`src/rtl/winc_top_generator.sv`:
```
// winc_top_generator: AXI-side holding registers, round-robin arbiter and push logic for the top command FIFO
module winc_top_generator #(
    parameter  int ADDR_WIDTH = 32,
    parameter  int DATA_WIDTH = 32,
    parameter  int ID_WIDTH   = 4,
    localparam int STRB_WIDTH = DATA_WIDTH / 8,
    localparam int CMD_WIDTH  = 1 + ID_WIDTH + ADDR_WIDTH + DATA_WIDTH + STRB_WIDTH
) (
    input  logic                  AXI_clk,
    input  logic                  AXI_rstn,
    input  logic [ID_WIDTH-1:0]   awid,
    input  logic [ADDR_WIDTH-1:0] awaddr,
    input  logic                  awvalid,
    output logic                  awready,
    input  logic [DATA_WIDTH-1:0] wdata,
    input  logic [STRB_WIDTH-1:0] wstrb,
    input  logic                  wvalid,
    output logic                  wready,
    input  logic [ID_WIDTH-1:0]   arid,
    input  logic [ADDR_WIDTH-1:0] araddr,
    input  logic                  arvalid,
    output logic                  arready,
    input  logic                  wfull_top,
    output logic                  winc_top,
    output logic [CMD_WIDTH-1:0]  wdata_top
);
    logic                  r_aw_full;
    logic                  r_w_full;
    logic                  r_ar_full;
    logic [ID_WIDTH-1:0]   r_awid;
    logic [ADDR_WIDTH-1:0] r_awaddr;
    logic [DATA_WIDTH-1:0] r_wdata;
    logic [STRB_WIDTH-1:0] r_wstrb;
    logic [ID_WIDTH-1:0]   r_arid;
    logic [ADDR_WIDTH-1:0] r_araddr;
    logic                  r_prio_rd;
    logic                  w_wr_cand;
    logic                  w_rd_cand;
    logic                  w_both;
    logic                  w_grant_rd;
    logic                  w_push;
    logic                  w_push_wr;
    logic                  w_push_rd;

    assign awready    = !r_aw_full;
    assign wready     = !r_w_full;
    assign arready    = !r_ar_full;
    assign w_wr_cand  = r_aw_full && r_w_full;
    assign w_rd_cand  = r_ar_full;
    assign w_both     = w_wr_cand && w_rd_cand;
    // r_prio_rd selects the contention winner; a lone candidate always wins
    assign w_grant_rd = w_rd_cand && (!w_wr_cand || r_prio_rd);
    assign w_push     = (w_wr_cand || w_rd_cand) && !wfull_top;
    assign w_push_wr  = w_push && !w_grant_rd;
    assign w_push_rd  = w_push && w_grant_rd;
    assign winc_top   = w_push;

    // Command word is forced to zero whenever nothing is being pushed
    always_comb begin
        wdata_top = '0;
        if (w_push)
            wdata_top = w_grant_rd ? {1'b0, r_arid, r_araddr, {DATA_WIDTH{1'b0}}, {STRB_WIDTH{1'b0}}}
                                   : {1'b1, r_awid, r_awaddr, r_wdata, r_wstrb};
    end

    // AW holding register: capture on handshake, release when the write is pushed
    always_ff @(posedge AXI_clk or negedge AXI_rstn) begin
        if (!AXI_rstn) begin
            r_aw_full <= 1'b0;
            r_awid    <= '0;
            r_awaddr  <= '0;
        end else if (w_push_wr) begin
            r_aw_full <= 1'b0;
        end else if (awvalid && awready) begin
            r_aw_full <= 1'b1;
            r_awid    <= awid;
            r_awaddr  <= awaddr;
        end
    end

    // W holding register: loads independently of AW, released together with it
    always_ff @(posedge AXI_clk or negedge AXI_rstn) begin
        if (!AXI_rstn) begin
            r_w_full <= 1'b0;
            r_wdata  <= '0;
            r_wstrb  <= '0;
        end else if (w_push_wr) begin
            r_w_full <= 1'b0;
        end else if (wvalid && wready) begin
            r_w_full <= 1'b1;
            r_wdata  <= wdata;
            r_wstrb  <= wstrb;
        end
    end

    // AR holding register: capture on handshake, release when the read is pushed
    always_ff @(posedge AXI_clk or negedge AXI_rstn) begin
        if (!AXI_rstn) begin
            r_ar_full <= 1'b0;
            r_arid    <= '0;
            r_araddr  <= '0;
        end else if (w_push_rd) begin
            r_ar_full <= 1'b0;
        end else if (arvalid && arready) begin
            r_ar_full <= 1'b1;
            r_arid    <= arid;
            r_araddr  <= araddr;
        end
    end

    // Round-robin pointer: after a contended push the loser gets priority next time
    always_ff @(posedge AXI_clk or negedge AXI_rstn) begin
        if (!AXI_rstn)
            r_prio_rd <= 1'b0;
        else if (w_push && w_both)
            r_prio_rd <= !w_grant_rd;
    end
endmodule

```
`config.mk`:
```
export PLATFORM = sky130hd
export DESIGN_NAME = winc_top_generator
export DESIGN_NICKNAME = d
export VERILOG_FILES = /design/src/rtl/winc_top_generator.sv
export SDC_FILE = /design/constraint.sdc
export NUM_CORES = 1
export LEC_CHECK = 0
export CAP_MARGIN = 0
export CORE_MARGIN = 10
export CORE_UTILIZATION = 41
export CTS_BUF_LIST = sky130_fd_sc_hd__clkbuf_4 sky130_fd_sc_hd__clkbuf_8
export DETAILED_ROUTE_END_ITERATION = 8
export GPL_TIMING_DRIVEN = 0
export PLACE_DENSITY = 0.81
export RECOVER_POWER = 25
export SETUP_SLACK_MARGIN = 0.5
export SLEW_MARGIN = 20
export SYNTH_ARGS = -nofsm -noshare
export SYNTH_HDL_FRONTEND = slang
export SYNTH_SLANG_ARGS = --single-unit
```
`constraint.sdc`:
```
create_clock -name AXI_clk -period 1.45 [get_ports AXI_clk]
set_input_delay 0.29 -clock AXI_clk [delete_from_list [all_inputs] [get_ports AXI_clk]]
set_output_delay 0.29 -clock AXI_clk [all_outputs]
set_load 0.05 [all_outputs]
```
# Word-level counts from Yosys, hierarchy flattened
# Cells that the tools add are included.
[word_totals]
register_bits = 112
latch_bits = 0
mem_bits_rw = 0
rom_bits = 0
inputBits = 114
output_inout_bits = 77
wordCells = 44
mem_count = 0
[classes]
n_addsub = 0
multipliers = 0
div = 0
order_cmp = 0
eq_ne = 0
shifts = 0
mux = 8
bitwise = 2
reduce_logical = 24
[ops]
columns = ["operator", "n"]
rows = [
  ["73-bit two-way mux", 2],
  ["1-bit logical AND", 10],
  ["1-bit logical NOT", 6],
  ["1-bit two-way mux", 6],
  ["2-bit AND reduction", 3],
  ["2-bit nonzero test", 3],
  ["1-bit logical OR", 2],
  ["1-bit NOT", 2],
]

# Depth between registers and ports, before layout
[logic_depth]
ltp_word = 8
ltp_mapped = 5

# Worst setup path after synthesis
# Ideal clock, no wire load.
[synth_timing]
kind = "register to output"
startpoint = "register r_aw_full"
endpoint = "output wdata_top[29]"
t_arrival_ns = 1.610
slack_ns = -0.450
stages_incl_launch_ff = 6
path_cell_list = "dfrtp_1 > nand2_1 > a211oi_2 > buf_4 > buf_4 > and2_1"
[synth_via]
elab_chain_cells = 6
word_cells_on_any_way = 8
cone_classes = "2 x mux; 6 x reduce/logical"
[synth_rtl]
columns = ["element", "line", "rtl"]
rows = [
  ["from (decl)", "27", "logic r_aw_full;"],
  ["from (signal assigned)", "69", "r_aw_full <= 1'b0;"],
  ["from (signal assigned)", "73", "r_aw_full <= 1'b0;"],
  ["from (signal assigned)", "75", "r_aw_full <= 1'b1;"],
  ["1-bit logical AND (*)", "48", "assign w_wr_cand = r_aw_full && r_w_full;"],
  ["1-bit logical NOT", "52", "assign w_grant_rd = w_rd_cand && (!w_wr_cand || r_prio_rd);"],
  ["1-bit logical OR", "52", ""],
  ["1-bit logical AND", "52", ""],
  ["73-bit two-way mux", "62", "wdata_top = w_grant_rd ? {1'b0, r_arid, r_araddr, {DATA_WIDTH{1'b0}}, {STRB_WIDTH{1'b0}}}"],
  ["73-bit two-way mux (*)", "61", "if (w_push)"],
  ["to (decl)", "25", "output logic [CMD_WIDTH-1:0] wdata_top"],
]
# Every way passes the cells marked *; elsewhere a longest branch is shown, timed or not.

# Worst setup path after layout
[layout_timing]
startpoint = "register r_prio_rd"
endpoint = "output wdata_top[12]"
[layout_via]
elab_chain_cells = 4
[layout_rtl]
columns = ["element", "line", "rtl"]
rows = [
  ["from (decl)", "36", "logic r_prio_rd;"],
  ["from (signal assigned)", "116", "r_prio_rd <= !w_grant_rd;"],
  ["1-bit logical OR", "52", ""],
  ["1-bit logical AND", "52", ""],
  ["73-bit two-way mux", "62", ""],
  ["73-bit two-way mux", "61", ""],
]
# No other way between the ends.

==> impl_metrics.yaml <==
status:
  run_status: "finished with violations"
  violations: "setup timing"
global_routing:
  grt_max_degree: 66
  track_usage_pct: 20.6
  antenna_found_initial: 1
  grt_pass1_wl_mm: 26.7
  grt_pass1_vias: 4483
  overflow: 0
critical_path:
  worstPathRequired_ps: 1160
  critPathLaunch: "r_prio_rd$_DFFE_PN0P_"
  crit_arrival_ps: 1860
  r2r_start: "r_w_full$_DFFE_PN0P_"
  worstPathCellList: "a211oi_4, buf_6, buf_12, clkbuf_16, and2_4, buf_8"
  cpMaxStageDelayCell: "dfrtp_1"
  cp-start-kind: "register"
  end_kind: "output pin"
  slowest_delay_ps: 430
  critPathKind: "register to output pin"
  cp_max_fo: 5
final_layout:
  drive_gt1_share_pct: 63.1
  syn_to_final_growth_pct: 105
  fin_cells: 758
  mostFrequentLayoutCell: "clkdlybuf4s50_1"
  fill_cells: 493
  final_cell_area_um2: 9860
  final_cell_mix: "clkdlybuf4s50_1, dfrtp_1, mux2_4, buf_8, and2_4"
  finish.utilization_pct: 86.0
  n_antenna_cell: 0
  finalNetCount: 725
placement:
  gp_congestion: 0.783
  hpwl_mm: 11.0
  port_buffers: 190
  dp_cells: 669
  placed_cell_area_um2: 7800
clocking:
  clk_pin_slew_ps: 110
  cts_tree: "built"
  cts-root-buf: "clkbuf_8"
  cts_num_sinks: 112
  cts_inserted_buffers: 9
  clk_latency_ps: 390
  ctsLongestPathBuffers: 2
  htreeDepth: 3
timing:
  hold_viol: 0
  relSlewSlack_pct: 15.0
  slew_violations: 0
  finalWorstSetupSlack_ps: -701
  worstMarginPinSlew_ps: 1270
  finalCritPeriodShare_pct: 148
  fmax_mhz: 465
  fin_skew_ps: 8.22
  finalSetupViolations: 187
  rsz0062_at_grt: "true"
  min_period_ps: 2150
die:
  die_y_um: 128
  dieWidth_um: 128
  ios: 191
  initial_utilization_pct: 41.9
  die_area_um2: 16500
  core_um2: 11500
  core.rowCount: 39
synth:
  ys_seq_area_share_pct: 58.3
  synth-seq-cells: 112
  synthCells: 335
  yosysWarnings: 0
  synth_nets: 449
  syn_area_per_cell_um2: 14.4
  ys_types: 17
  syn-cell-area_um2: 4810
pwr:
  comb_power_share_pct: 66.5
  pwr-share-clk_pct: 8.4
  internal_power_uw: 14900
  p_sw_uw: 9330
  power.density_nw_per_um2: 2460
  power_leakage_uw: 0.00451
  switching_share_pct: 38.5
  p_seq_share_pct: 25.0
  ir_worst_vdd_uv: 1690
route:
  drt_pre_antenna_iters: 4
  drtAntennaViolNets: 0
  vias_per_cell: 5.11
  vias: 3872
  drc: 0
  detail_route.iter0.violations: 177
  routed_wl_mm: 17.8
  wl_per_cell_um: 23.4
job:
  drv_cap: 0
worst_hold_path:
  hold_class: "input pin to asynchronous set/reset pin"
==> state kept, by name, indices dropped and copies added (netlist names) <==
name / count
r_araddr: 32
r_awaddr: 32
r_wdata: 32
r_arid: 4
r_awid: 4
r_wstrb: 4
r_ar_full: 1
r_aw_full: 1
r_prio_rd: 1
r_w_full: 1
==> final timing paths <==
| path | slack (ps) | cells after the start | endpoint |
|---|---|---|---|
| worst max-delay path | -700 | 6 | wdata_top[12] |
| worst min-delay path | 150 | 1 | r_wdata[5]$_DFFE_PN0P_ |
| worst max register to register | -330 | 9 | r_wdata[20]$_DFFE_PN0P_ |
| worst min register to register | 520 | 1 | r_wdata[3]$_DFFE_PN0P_ |
| max in group asynchronous | 370 | 2 | r_awaddr[27]$_DFFE_PN0P_ |
| min in group AXI_clk | 510 | 3 | r_w_full$_DFFE_PN0P_ |
==> routing by layer <==
metal  GRT usage [%]  vias to the layer above  part of all wire [%]
met2            33.0                      154                    50
met5               0                        -                 0.073
met1            25.1                     1955                    41
li1                -                     1740                     -
met4            7.15                        2                   1.5
met3            7.57                       21                   7.5
==> per-stage QoR <==
stage               worst slack [ps]  setup TNS (ps)  hold WS [ps]  power [uW]
global placement               -4650         -607130           484       17200
finish                          -701          -75190           155       24200
global route                    -770          -85030           250       25100
detailed placement             -1580         -136100           261       17400
CTS                             -716          -60080          -168       23300
floorplan                       -141           -8780         -5.59       14300
==> layout make-up <==
cell class | count | area [um^2] | area share [%]
Timing Repair Buffer | 265 | 3480 | 35.3
Tap cell | 143 | 179 | 1.82
Inverter | 4 | 25.0 | 0.254
Clock buffer | 9 | 124 | 1.26
Sequential cell | 112 | 2810 | 28.5
Multi-Input combinational cell | 196 | 2730 | 27.7
Buffer | 23 | 420 | 4.27
Clock inverter | 6 | 85.1 | 0.863
==> power groups by stage <==
stage	combinational, uW	clock, uW	sequential (uW)
final	16100	2050	6070
after global routing	16700	2200	6220
after CTS	15300	2060	5960
after detailed placement	11400	0	5960
after global placement	11300	0	5870
after floorplan	8670	0	5630
==> critical path: cells and delay by family (launching register included) <==
kind            cells  cell delay, ps
flops               1             430
buf+inv             4             590
compound gates      1             320
simple gates        1             140
==> cells in the mapped netlist, drive strengths merged <==
cell type	n	area [um^2]
a21oi	1	5.00
and2	36	225
nor2b	3	18.8
nor2	7	26.3
clkbuf	1	3.75
nand2	1	3.75
mux2	108	1220
nand2b	1	6.26
buf	22	138
a211oi	1	12.5
dfrtp	112	2800
inv	4	15.0
a22o	36	315
xnor2	1	8.76
a31oi	1	12.5
==> cell families after synthesis <==
group,after synthesis,share of synthesized area [%]
AO/OA/AOI/OAI,39,7.18
flip-flops,112,58.3
AND/OR/NAND/NOR,48,5.83
XOR/XNOR,1,0.182
buffers and inverters,27,3.25
multiplexers,108,25.3
==> timing repair <==
| action | 4_1_cts | 5_1_grt |
|---|---|---|
| buffers inserted | 42 | 13 |
| gates cloned | 14 | 5 |
| pin swaps | 6 | 4 |
| hold endpoints to repair | 47 | 47 |
| setup endpoints to repair | 188 | 189 |
| resized for setup | 707 | 24 |
Power figures use the tool's default switching activity.
